===== config.mk =====
export PLATFORM = sky130hd
export DESIGN_NAME = memory_receive_align
export DESIGN_NICKNAME = d
export VERILOG_FILES = /design/src/rtl/memory_receive_align.sv
export SDC_FILE = /design/constraint.sdc
export NUM_CORES = 1
export LEC_CHECK = 0
export BUFFER_PORTS_ARGS = -buffer_cell sky130_fd_sc_hd__clkbuf_2
export CAP_MARGIN = 20
export CORE_MARGIN = 2
export CORE_UTILIZATION = 26
export CTS_CLUSTER_DIAMETER = 80
export CTS_CLUSTER_SIZE = 16
export DETAILED_ROUTE_END_ITERATION = 8
export GPL_ROUTABILITY_DRIVEN = 1
export GPL_TIMING_DRIVEN = 0
export PLACE_DENSITY = 0.45
export SYNTH_ARGS = -nofsm -noshare
export SYNTH_HDL_FRONTEND = slang
export SYNTH_SLANG_ARGS = --single-unit

===== constraint.sdc =====
create_clock -name clock -period 2.9 [get_ports clock]
set_input_delay 0.29 -clock clock [delete_from_list [all_inputs] [get_ports clock]]
set_output_delay 0.29 -clock clock [all_outputs]
set_load 0.03 [all_outputs]

===== src/rtl/memory_receive_align.sv =====
// memory_receive_align: load-return stage. Keeps an in-order FIFO of
// metadata for issued loads and, when the data memory returns a word,
// pops the oldest entry and registers the extracted, extended result.
module memory_receive_align #(
  parameter int CORE         = 0,
  parameter int DATA_WIDTH   = 32,
  parameter int DEPTH        = 4,
  parameter int REG_SEL_BITS = 5
) (
  input  logic                      clock,
  input  logic                      reset,
  input  logic                      load,
  input  logic [2:0]                load_type,
  input  logic [1:0]                byte_offset,
  input  logic [REG_SEL_BITS-1:0]   load_rd,
  output logic                      issue_ready,
  input  logic                      memory_valid,
  input  logic [DATA_WIDTH-1:0]     memory_read_data,
  input  logic                      flush,
  output logic                      load_valid,
  output logic [DATA_WIDTH-1:0]     load_data,
  output logic [REG_SEL_BITS-1:0]   load_rd_out,
  output logic                      load_misaligned,
  output logic [$clog2(DEPTH):0]    count,
  output logic                      unexpected_response
);

  localparam int PTR_W = $clog2(DEPTH);
  localparam int CNT_W = PTR_W + 1;
  localparam logic [CNT_W-1:0] FULL_COUNT = CNT_W'(DEPTH);

  // Byte/half extraction is hard-wired to a 32-bit word and the pointers
  // rely on natural wrap, so reject any other configuration at elaboration.
  if (DATA_WIDTH != 32 || DEPTH < 2 || (DEPTH & (DEPTH - 1)) != 0 || CORE < 0) begin : g_param_check
    $error("memory_receive_align: unsupported parameterisation");
  end

  typedef enum logic [2:0] {
    LT_LB  = 3'b000,
    LT_LH  = 3'b001,
    LT_LW  = 3'b010,
    LT_LBU = 3'b100,
    LT_LHU = 3'b101
  } load_type_e;

  logic [2:0]              type_mem [DEPTH];
  logic [1:0]              off_mem  [DEPTH];
  logic [REG_SEL_BITS-1:0] rd_mem   [DEPTH];

  logic [PTR_W-1:0] head;
  logic [PTR_W-1:0] tail;

  logic push;
  logic pop;

  logic [2:0]              head_type;
  logic [1:0]              head_off;
  logic [REG_SEL_BITS-1:0] head_rd;

  logic [DATA_WIDTH-1:0] shifted_word;
  logic [15:0]           half_word;
  logic [DATA_WIDTH-1:0] ext_data;
  logic                  ext_misaligned;

  // Full is judged on the registered count alone, so a pop in the same
  // cycle never opens a slot for a load presented while full.
  assign issue_ready = (count != FULL_COUNT);

  // A flush discards anything else happening on this edge.
  assign push = load && issue_ready && !flush;
  assign pop  = memory_valid && (count != '0) && !flush;

  assign head_type = type_mem[head];
  assign head_off  = off_mem[head];
  assign head_rd   = rd_mem[head];

  // Metadata storage written at the tail on each accepted load.
  always_ff @(posedge clock or negedge reset) begin
    if (!reset) begin
      for (int i = 0; i < DEPTH; i++) begin
        type_mem[i] <= '0;
        off_mem[i]  <= '0;
        rd_mem[i]   <= '0;
      end
    end else if (push) begin
      type_mem[tail] <= load_type;
      off_mem[tail]  <= byte_offset;
      rd_mem[tail]   <= load_rd;
    end
  end

  // Head/tail pointers and occupancy; flush returns everything to empty.
  always_ff @(posedge clock or negedge reset) begin
    if (!reset) begin
      head  <= '0;
      tail  <= '0;
      count <= '0;
    end else if (flush) begin
      head  <= '0;
      tail  <= '0;
      count <= '0;
    end else begin
      if (push) tail <= tail + 1'b1;
      if (pop)  head <= head + 1'b1;
      case ({push, pop})
        2'b10:   count <= count + 1'b1;
        2'b01:   count <= count - 1'b1;
        default: count <= count;
      endcase
    end
  end

  // Select, extend and flag the returned word according to the head entry.
  always_comb begin
    shifted_word   = memory_read_data >> {head_off, 3'b000};
    half_word      = head_off[1] ? memory_read_data[31:16] : memory_read_data[15:0];
    ext_data       = memory_read_data;
    ext_misaligned = 1'b0;
    case (head_type)
      LT_LB: begin
        ext_data = {{(DATA_WIDTH-8){shifted_word[7]}}, shifted_word[7:0]};
      end
      LT_LBU: begin
        ext_data = {{(DATA_WIDTH-8){1'b0}}, shifted_word[7:0]};
      end
      LT_LH: begin
        ext_data       = {{(DATA_WIDTH-16){half_word[15]}}, half_word};
        ext_misaligned = head_off[0];
      end
      LT_LHU: begin
        ext_data       = {{(DATA_WIDTH-16){1'b0}}, half_word};
        ext_misaligned = head_off[0];
      end
      LT_LW: begin
        ext_misaligned = (head_off != 2'b00);
      end
      default: begin
        ext_misaligned = 1'b1;
      end
    endcase
  end

  // Result registers: valid pulses per pop, payload holds between pops.
  always_ff @(posedge clock or negedge reset) begin
    if (!reset) begin
      load_valid      <= 1'b0;
      load_data       <= '0;
      load_rd_out     <= '0;
      load_misaligned <= 1'b0;
    end else begin
      load_valid <= pop;
      if (pop) begin
        load_data       <= ext_data;
        load_rd_out     <= head_rd;
        load_misaligned <= ext_misaligned;
      end
    end
  end

  // Sticky report of a response that had no outstanding load to match.
  always_ff @(posedge clock or negedge reset) begin
    if (!reset) begin
      unexpected_response <= 1'b0;
    end else if (memory_valid && (count == '0)) begin
      unexpected_response <= 1'b1;
    end
  end

endmodule


# Yosys cells after proc, flatten, opt, wreduce, memory -nomap -nowiden
# Index checks and enable logic that the tools add are counted.
[word_totals] register_bits=87 in_bits=47 output_inout_bits=44 word_cells=80
[op_classes] add_sub_neg=4 order_cmp=3 n_eq_ne=7 shifts=1 n_mux=27 bitwise=2 n_reduce_logical=16
[ops] op="$pmux 32 s4" count=1
[ops] op="$shr 32x5->8" count=1
[ops] op="$bwmux 20" count=1
[ops] op="$mux 16" count=1
[ops] op="$mux 5" count=3
[ops] op="$mux 2" count=7
[ops] op="$bwmux 12" count=1
[ops] op="$mux 3" count=4
[ops] op="$bmux 5 s2" count=1
[ops] op="$demux 5 s2" count=1
[ops] op="$bwmux 8" count=1
[ops] op="$bmux 3 s2" count=1
[ops] op="$demux 3 s2" count=1
[ops] op="$eq 3x3->1 const B" count=2
[ops] op="$ge 3x3->1 const B" count=2
[ops] op="$logic_and 1x1->1" count=6
[ops] op="$logic_not 3->1" count=2
[ops] op="$not 2->3" count=2
[ops] op="$pmux 3 s2" count=1
[ops] op="$reduce_bool 2->1" count=3
[ops] op="$reduce_bool 3->1" count=2
[ops] op="$add 2x1->2 const B" count=2
[ops] op="$bmux 2 s2" count=1
[ops] op="$demux 2 s2" count=1
[ops] op="other kinds (11)" count=12

# Depth between registers and ports, before layout
# Gate-level depths: netlist of run 1.
[logic_depth] ltp_word=7 depth_mapped=9 ltp_nobuf=7

# Worst setup path before layout of run 1
# OpenSTA, ideal clock, no wires.
[synth_path] kind="register -> register" startpoint="reg count[1]" endpoint="reg count[2]" setup_ps=94 t_arrival_ps=2368 required_time_ps=2806 setup_slack_ps=438 stages_incl_launch_ff=10 n_path_buf=2 synth_period_minus_slack_ps=2462 cell_sequence="dfrtp_1 > nor3_1 > or3b_2 > buf_4 > clkbuf_1 > a21oi_1 > fa_1 > nor3b_1 > a211oi_1 > a211oi_1"
[synth_via] elab_chain_cells=6 elab_cells_between_ends=13 cone_classes="add/sub (2); eq/ne (3); mux (2); reduce/logical (6)"
[synth_lines] element="start, declared" line_no="24" rtl="output logic [$clog2(DEPTH):0] count,"
[synth_lines] element="start signal, assigned" line_no="106" rtl="2'b10: count <= count + 1'b1;"
[synth_lines] element="start signal, assigned" line_no="107" rtl="2'b01: count <= count - 1'b1;"
[synth_lines] element="start signal, assigned" line_no="108" rtl="default: count <= count;"
[synth_lines] element="$ne 3x3->1 / $reduce_bool 3->1 (equally long branches)" line_no="67, 71"
[synth_lines] element="$logic_and 1x1->1, on equally long branches (2 in a row)" line_no="70, 71"
[synth_lines] element="$eq 2x1->1 / $eq 2x2->1 (equally long branches)" line_no="105" rtl="case ({push, pop})"
[synth_lines] element="$pmux 3 s2" line_no="105"
[synth_lines] element="$mux 3" line_no="98" rtl="end else if (flush) begin"
# Several ways; a longest one is shown, not always the timed one.
# A chain may end at the register's enable or synchronous reset.

# Worst setup path in the final report of run 1
[layout_path] startpoint="reg head[0]" endpoint="reg load_data[9]"
[layout_via] elab_chain_cells=6 elab_cells_between_ends=14 cone_classes="eq/ne (3); shift (1); mux (8); bitwise (1); reduce/logical (1)"
[layout_lines] element="start, declared" line_no="50" rtl="logic [PTR_W-1:0] head;"
[layout_lines] element="start signal, assigned" line_no="104" rtl="if (pop) head <= head + 1'b1;"
[layout_lines] element="$not 2->3 (implied by the code) (*)" line_no="73, 74"
[layout_lines] element="$bmux 2 s2 / $bmux 3 s2 (equally long branches)" line_no="74, 73"
[layout_lines] element="$mux 2 (implied by the code) / $mux 3 (equally long branches) (2 in a row)" line_no="74, 73"
[layout_lines] element="$shr 32x5->8, or another cell as far along" line_no="115" rtl="shifted_word = memory_read_data >> {head_off, 3'b000};"
[layout_lines] element="$pmux 32 s4 (*)" line_no="119" rtl="case (head_type)"
[layout_lines] element="end signal, assigned" line_no="153" rtl="load_data <= ext_data;"
[layout_lines] element="end, declared" line_no="21" rtl="output logic [DATA_WIDTH-1:0] load_data,"
# Mark *: on every way between the ends. The rest lies on a longest branch, timed or not. The select of a mux whose other input is x is not followed.

==> metrics.cfg, run 1 <==
[synth]
synth_nets=407
synth_area_per_cell_um2=12.29
yosysSeqAreaShare=0.4990
synth_warnings=0
syn_area_um2=4363
synth.distinct_cells=49
synth_edf_count=0
syn_inst=355
ys.flop_type=dfrtp_1
ys_ff_latch=87
async_flop_share=1.000

[global_routing]
grt_usage=0.1392
overflow=0
grt_pass1_vias=3350
grt_pass1_wl_um=18890
grt_max_degree=47
antenna_found_initial=0

[drt]
met3_length_um=680
viasPerCell=4.711
wl_met2_um=5486
vias=3199
drc=0
dr.pass1.iters=4
wl_per_cell_um=17.41
finalWirelength_um=11820
routed.top_layer=met4
drt-met1-wl_um=5549
first_iter_violations=161
drtAntennaViolNets=0

[layout]
antenna_cells=0
final_core_util=0.3293
design_area_um2=5421
fin_nets=507
multiInputGateArea_um2=2051
layout-drive-gt1-share=0.3856
regArea_um2=2177
area_growth_pct=24.26
final_common_cell=clkbuf_2
fillCellCount=1723
final_cell_mix=clkbuf_2, dfrtp_1, mux2_2

[run_status]
status=finished with violations
violations=negative hold slack

[setup_path]
critPathRequiredTime_ns=3.12
worstSetupEndpointType=register
cp_data_arrival_time_ns=2.84
start_kind=register
worstReg2RegEnd=load_data[9]$_DFFE_PN0P_
critPathKind=reg -> reg
crit_fanout=10
reg2reg_depth=6
ff2ff_setup_slack_ns=0.28
r2r_start=head[0]$_DFFE_PN0P_

[cts]
root_buffer=clkbuf_16
cts.sinks=87
ctsResizeCount=0
numCtsBuffers=9
cts_max_level=3
clk_latency_ns=0.35
cts_buffer_depth=2
clk_pin_slew_ns=0.07
cts_tree=yes

[worst_hold_path]
hold_path_class=in -> async

[timing]
timing.final.crit_share=0.9035
max-slew-margin-rel=0.5632
finClkSkew_ns=0.009230
hold_violations=10
fmax_mhz=381.6
fin_crit_ns=2.620
tightest_slew_ns=0.6552
whs_ns=-0.01519
setup_violations=0
final_max_slew_viol_count=0
rsz0062_at_grt=no

[die]
ios=91
initial_core_util=0.2650
dieArea_um2=17830
num_rows=47
core_area_um2=16470
die_h_um=133.5
chipWidth_um=133.5

[placement]
hpwl_um=8771
place_area_um2=5114
io_buffers=89
place.gp.congestion=0.7758

[power_and_ir_drop]
power.density_nw_per_um2=1197
p_leak_nw=2.409
ir_worst_vdd_mv=0.4524

[job]
cap_violations=0

==> sequential cells by signal, indices dropped and copies added (netlist names) <==
register,flops
load_valid,1
unexpected_response,1
rd_mem,20
load_misaligned,1
load_data,32
tail,2
count,3
head,2
off_mem,8
type_mem,12
load_rd_out,5
==> cell type report <==
| cell class | instances | area share |
|---|---|---|
| Sequential cell | 87 | 0.4016 |
| Multi-Input combinational cell | 242 | 0.3783 |
| Timing Repair Buffer | 90 | 0.08770 |
| Tap cell | 220 | 0.05077 |
| Clock buffer | 9 | 0.04154 |
| Buffer | 20 | 0.02077 |
| Clock inverter | 6 | 0.01592 |
| Inverter | 5 | 0.003462 |
==> how the worst max path moves through the flow <==
| stage | startpoint | end | slack, ns | depth (start not counted) |
|---|---|---|---|---|
| 6_report | head[0]$_DFFE_PN0P_ | load_data[9]$_DFFE_PN0P_ | 0.28 | 6 |
| 5_1_grt | head[0]$_DFFE_PN0P_ | load_data[9]$_DFFE_PN0P_ | 0.09 | 6 |
| 4_1_cts | head[0]$_DFFE_PN0P_ | load_data[9]$_DFFE_PN0P_ | 0.21 | 6 |
| 3_5_place_dp | count[1]$_DFFE_PN0P_ | count[2]$_DFFE_PN0P_ | -0.003 | 9 |
| 3_3_place_gp | count[1]$_DFFE_PN0P_ | count[2]$_DFFE_PN0P_ | -0.06 | 9 |
| 2_1_floorplan | count[1]$_DFFE_PN0P_ | count[2]$_DFFE_PN0P_ | 0.44 | 9 |
==> critical path: stages, from the launching register on <==
cell	delay, ns
dfrtp_1	0.43
mux4_1	0.62
clkbuf_1	0.25
clkbuf_1	0.30
a21o_1	0.32
a221oi_1	0.45
a21oi_1	0.12
==> logic make-up (layout without fill, tap and decap cells) <==
group / after synthesis / after routing / synth area share
DFF: 87 / 87 / 0.4990
xor gates and xnor gates: 5 / 5 / 0.01004
and+or+nand+nor: 105 / 105 / 0.1222
AOI/OAI and AO/OA: 66 / 66 / 0.1328
buffers and inverters: 26 / 130 / 0.03097
adders and majority gates: 5 / 5 / 0.01606
muxes: 61 / 61 / 0.1890
==> synth_stat cells, types with 3 or more instances <==
| master | instances | area (um^2) |
|---|---|---|
| a21o_1 | 6 | 45.04 |
| a21oi_1 | 10 | 50.05 |
| a221oi_1 | 7 | 61.31 |
| a22oi_1 | 3 | 22.52 |
| a31oi_1 | 6 | 37.54 |
| a32oi_1 | 3 | 26.28 |
| and2_1 | 17 | 106.4 |
| buf_2 | 3 | 15.01 |
| buf_6 | 4 | 45.04 |
| clkbuf_1 | 13 | 48.80 |
| dfrtp_1 | 87 | 2177 |
| ha_1 | 4 | 50.05 |
| inv_1 | 4 | 15.01 |
| mux2_2 | 46 | 518.0 |
| mux2i_1 | 4 | 40.04 |
| mux4_1 | 7 | 183.9 |
| mux4_2 | 3 | 67.56 |
| nand2_1 | 30 | 112.6 |
| nand2b_1 | 16 | 100.1 |
| nand3_1 | 5 | 25.02 |
| nor2_1 | 21 | 78.83 |
| o211ai_1 | 6 | 45.04 |
| o221a_1 | 10 | 112.6 |
| o221a_2 | 6 | 67.56 |
| or2b_1 | 3 | 22.52 |
| xnor2_1 | 4 | 35.03 |
==> repair_timing <==
item / in CTS / in global routing
endpoints found under the setup margin: 1 / 0
setup buffers: 0 / 0
hold endpoints to repair: 0 / 0
hold buffers: 0 / 0
==> power by group <==
group | internal [mW] | switching (mW)
Combinational | 1.33 | 1.86
Clock | 0.748 | 0.491
Sequential | 1.77 | 0.300
==> metal layers <==
metal / vias up / track usage
li1: 1511 / -
met1: 1593 / 0.1818
met2: 87 / 0.2225
met3: 8 / 0.04795
met4: 0 / 0.03369
met5: - / 0
==> stage by stage <==
| step | setup TNS, ns | setup WS, ns | cells | total power, mW |
|---|---|---|---|---|
| floorplan | 0 | 0.4376 | 355 | 4.424 |
| global placement | -0.06358 | -0.06358 | 664 | 5.270 |
| detailed placement | -0.003089 | -0.003089 | 665 | 5.324 |
| CTS | 0 | 0.2111 | 679 | 6.595 |
| global route | 0 | 0.09204 | 679 | 6.959 |
| finish | 0 | 0.2798 | 679 | 6.489 |
Note: power is estimated with default switching activity, not from simulation.
==> run 2: changes to the inputs <==
Clock period 2.9 ns to 2.6 ns, I/O delays scaled along.
==> metrics.cfg, run 2 (synthesis results as in run 1) <==
[setup_path]
cp_data_arrival_time_ns=2.67  ; -0.17 ns
worstSetupEndpointType=register
ff2ff_setup_slack_ns=0.16  ; -0.12 ns
critPathRequiredTime_ns=2.83  ; -0.29 ns
crit_fanout=10  ; unchanged
start_kind=register
critPathKind=reg -> reg

[layout]
final_cell_mix=clkbuf_2, dfrtp_1, mux2_2
largest-register=load_data
fin_nets=509  ; +0.39%
final_common_cell=clkbuf_2
antenna_cells=0  ; unchanged
design_area_um2=5456  ; +0.65%
largest_registers=load_data: 32 flops, rd_mem: 20 flops, type_mem: 12 flops
layout-drive-gt1-share=0.3991  ; +0.01351
final_core_util=0.3314  ; +0.002128
area_growth_pct=25.06
fillCellCount=1721  ; -0.12%
largest_reg_flops=32  ; unchanged

[drt]
first_iter_violations=169  ; +5.0%
drtAntennaViolNets=0  ; unchanged
vias=3211  ; +0.38%
viasPerCell=4.715  ; about the same
dr.pass1.iters=4  ; unchanged
drc=0  ; unchanged
finalWirelength_um=11880  ; +0.49%
wl_per_cell_um=17.45  ; +0.20%

[timing]
tightest_slew_ns=0.6562  ; +0.0009876 ns
final_max_slew_viol_count=0  ; unchanged
max-slew-margin-rel=0.5625  ; -0.0006590
timing.final.crit_share=0.9377  ; +0.03415
tns_ns=0  ; unchanged
fmax_mhz=410.2  ; +7.5%
rsz0062_at_grt=no
setup_ws_ns=0.1620  ; -0.1177 ns
fin_crit_ns=2.438  ; -0.1823 ns
finClkSkew_ns=0.008829  ; -0.0004017 ns
hold_violations=0  ; -10
whs_ns=0.1669  ; +0.1821 ns
setup_violations=0  ; unchanged

[global_routing]
grt_pass1_vias=3363  ; +0.39%
overflow=0  ; unchanged
grt_usage=0.1399  ; +0.0006476
grt_max_degree=47  ; unchanged
grt_pass1_wl_um=18990  ; +0.51%
antenna_found_initial=0  ; unchanged

[cts]
root_buffer=clkbuf_16
cts_max_level=3  ; unchanged
clk_latency_ns=0.35  ; about the same
cts_buffer_depth=2  ; unchanged
numCtsBuffers=9  ; unchanged
clk_pin_slew_ns=0.07  ; about the same
cts.sinks=87  ; unchanged
cts_tree=yes

[run_status]
status=complete, no violations

[placement]
place_area_um2=5114  ; unchanged
hpwl_um=8771  ; unchanged
place.gp.congestion=0.7758  ; unchanged
io_buffers=89  ; unchanged
dp_slack_ns=-0.3031  ; -0.3000 ns

[die]
num_rows=47  ; unchanged
dieArea_um2=17830  ; unchanged
chipWidth_um=133.5  ; unchanged
die_h_um=133.5  ; unchanged
ios=91  ; unchanged
initial_core_util=0.2650  ; unchanged
core_area_um2=16470  ; unchanged

[power_and_ir_drop]
ir_worst_vdd_mv=0.5047  ; +12%
power.density_nw_per_um2=1333  ; +11%
p_leak_nw=2.432  ; +0.96%

[job]
cap_violations=0  ; unchanged

[worst_hold_path]
hold_path_class=in -> reg

[run 2: path summary, 6_finish.rpt]
path | startpoint | cells after the start | endpoint
min in group asynchronous | reset | 2 | load_data[23]$_DFFE_PN0P_
min reg2reg | unexpected_response$_DFFE_PN0P_ | 1 | unexpected_response$_DFFE_PN0P_
min | memory_read_data[7] | 3 | load_data[7]$_DFFE_PN0P_
max in group asynchronous | reset | 3 | rd_mem[7]$_DFFE_PN0P_
max | count[1]$_DFFE_PN0P_ | 6 | rd_mem[7]$_DFFE_PN0P_
max reg2reg | count[1]$_DFFE_PN0P_ | 6 | rd_mem[7]$_DFFE_PN0P_
[run 2: through the flow]
stage,total power [mW],instances
CTS,7.377,681
global placement,5.878,664
finish,7.272,681
floorplan,4.935,355
detailed placement,5.938,665
global route,7.793,681
[run 2: layout make-up]
type                       instances  area (um^2)  area share
timing repair buffer              91        485.5     0.08897
inverter                           5        18.77    0.003440
multi-input combinational        242         2064      0.3784
sequential                        87         2177      0.3990
clock inverter                     6        86.33     0.01582
clock buffer                       9        225.2     0.04127
tap                              220        275.3     0.05045
buffer                            21        123.9     0.02270
[run 2: worst max-delay path, cell delays in order (launching register included)]
cell      delay, ns
dfrtp_1        0.44
or3b_2         0.48
clkbuf_1       0.15
nand2_1        0.24
nor2_1         0.14
nand2_1        0.46
mux2_2         0.40
[run 2: where the power goes]
group	switching (mW)	internal, mW	leakage (nW)
Combinational	2.09	1.50	1.22
Clock	0.549	0.834	0.151
Sequential	0.337	1.97	1.06
[run 2: routing by layer]
layer / part of all wire / track usage / routed length (um) / vias up
li1: - / - / - / 1515
met1: 0.47 / 0.1820 / 5597 / 1605
met2: 0.46 / 0.2242 / 5508 / 83
met3: 0.056 / 0.04795 / 666 / 8
met4: 0.0092 / 0.03428 / 109 / 0
met5: 0 / 0 / 0 / -
[run 2: timing repair]
item                                   CTS  global route
cloned                                   0             0
setup buffers                            0             0
hold buffers                             1             0
gates resized for setup                  3             9
endpoints found under the hold margin   37             0
setup endpoints to repair                3            21
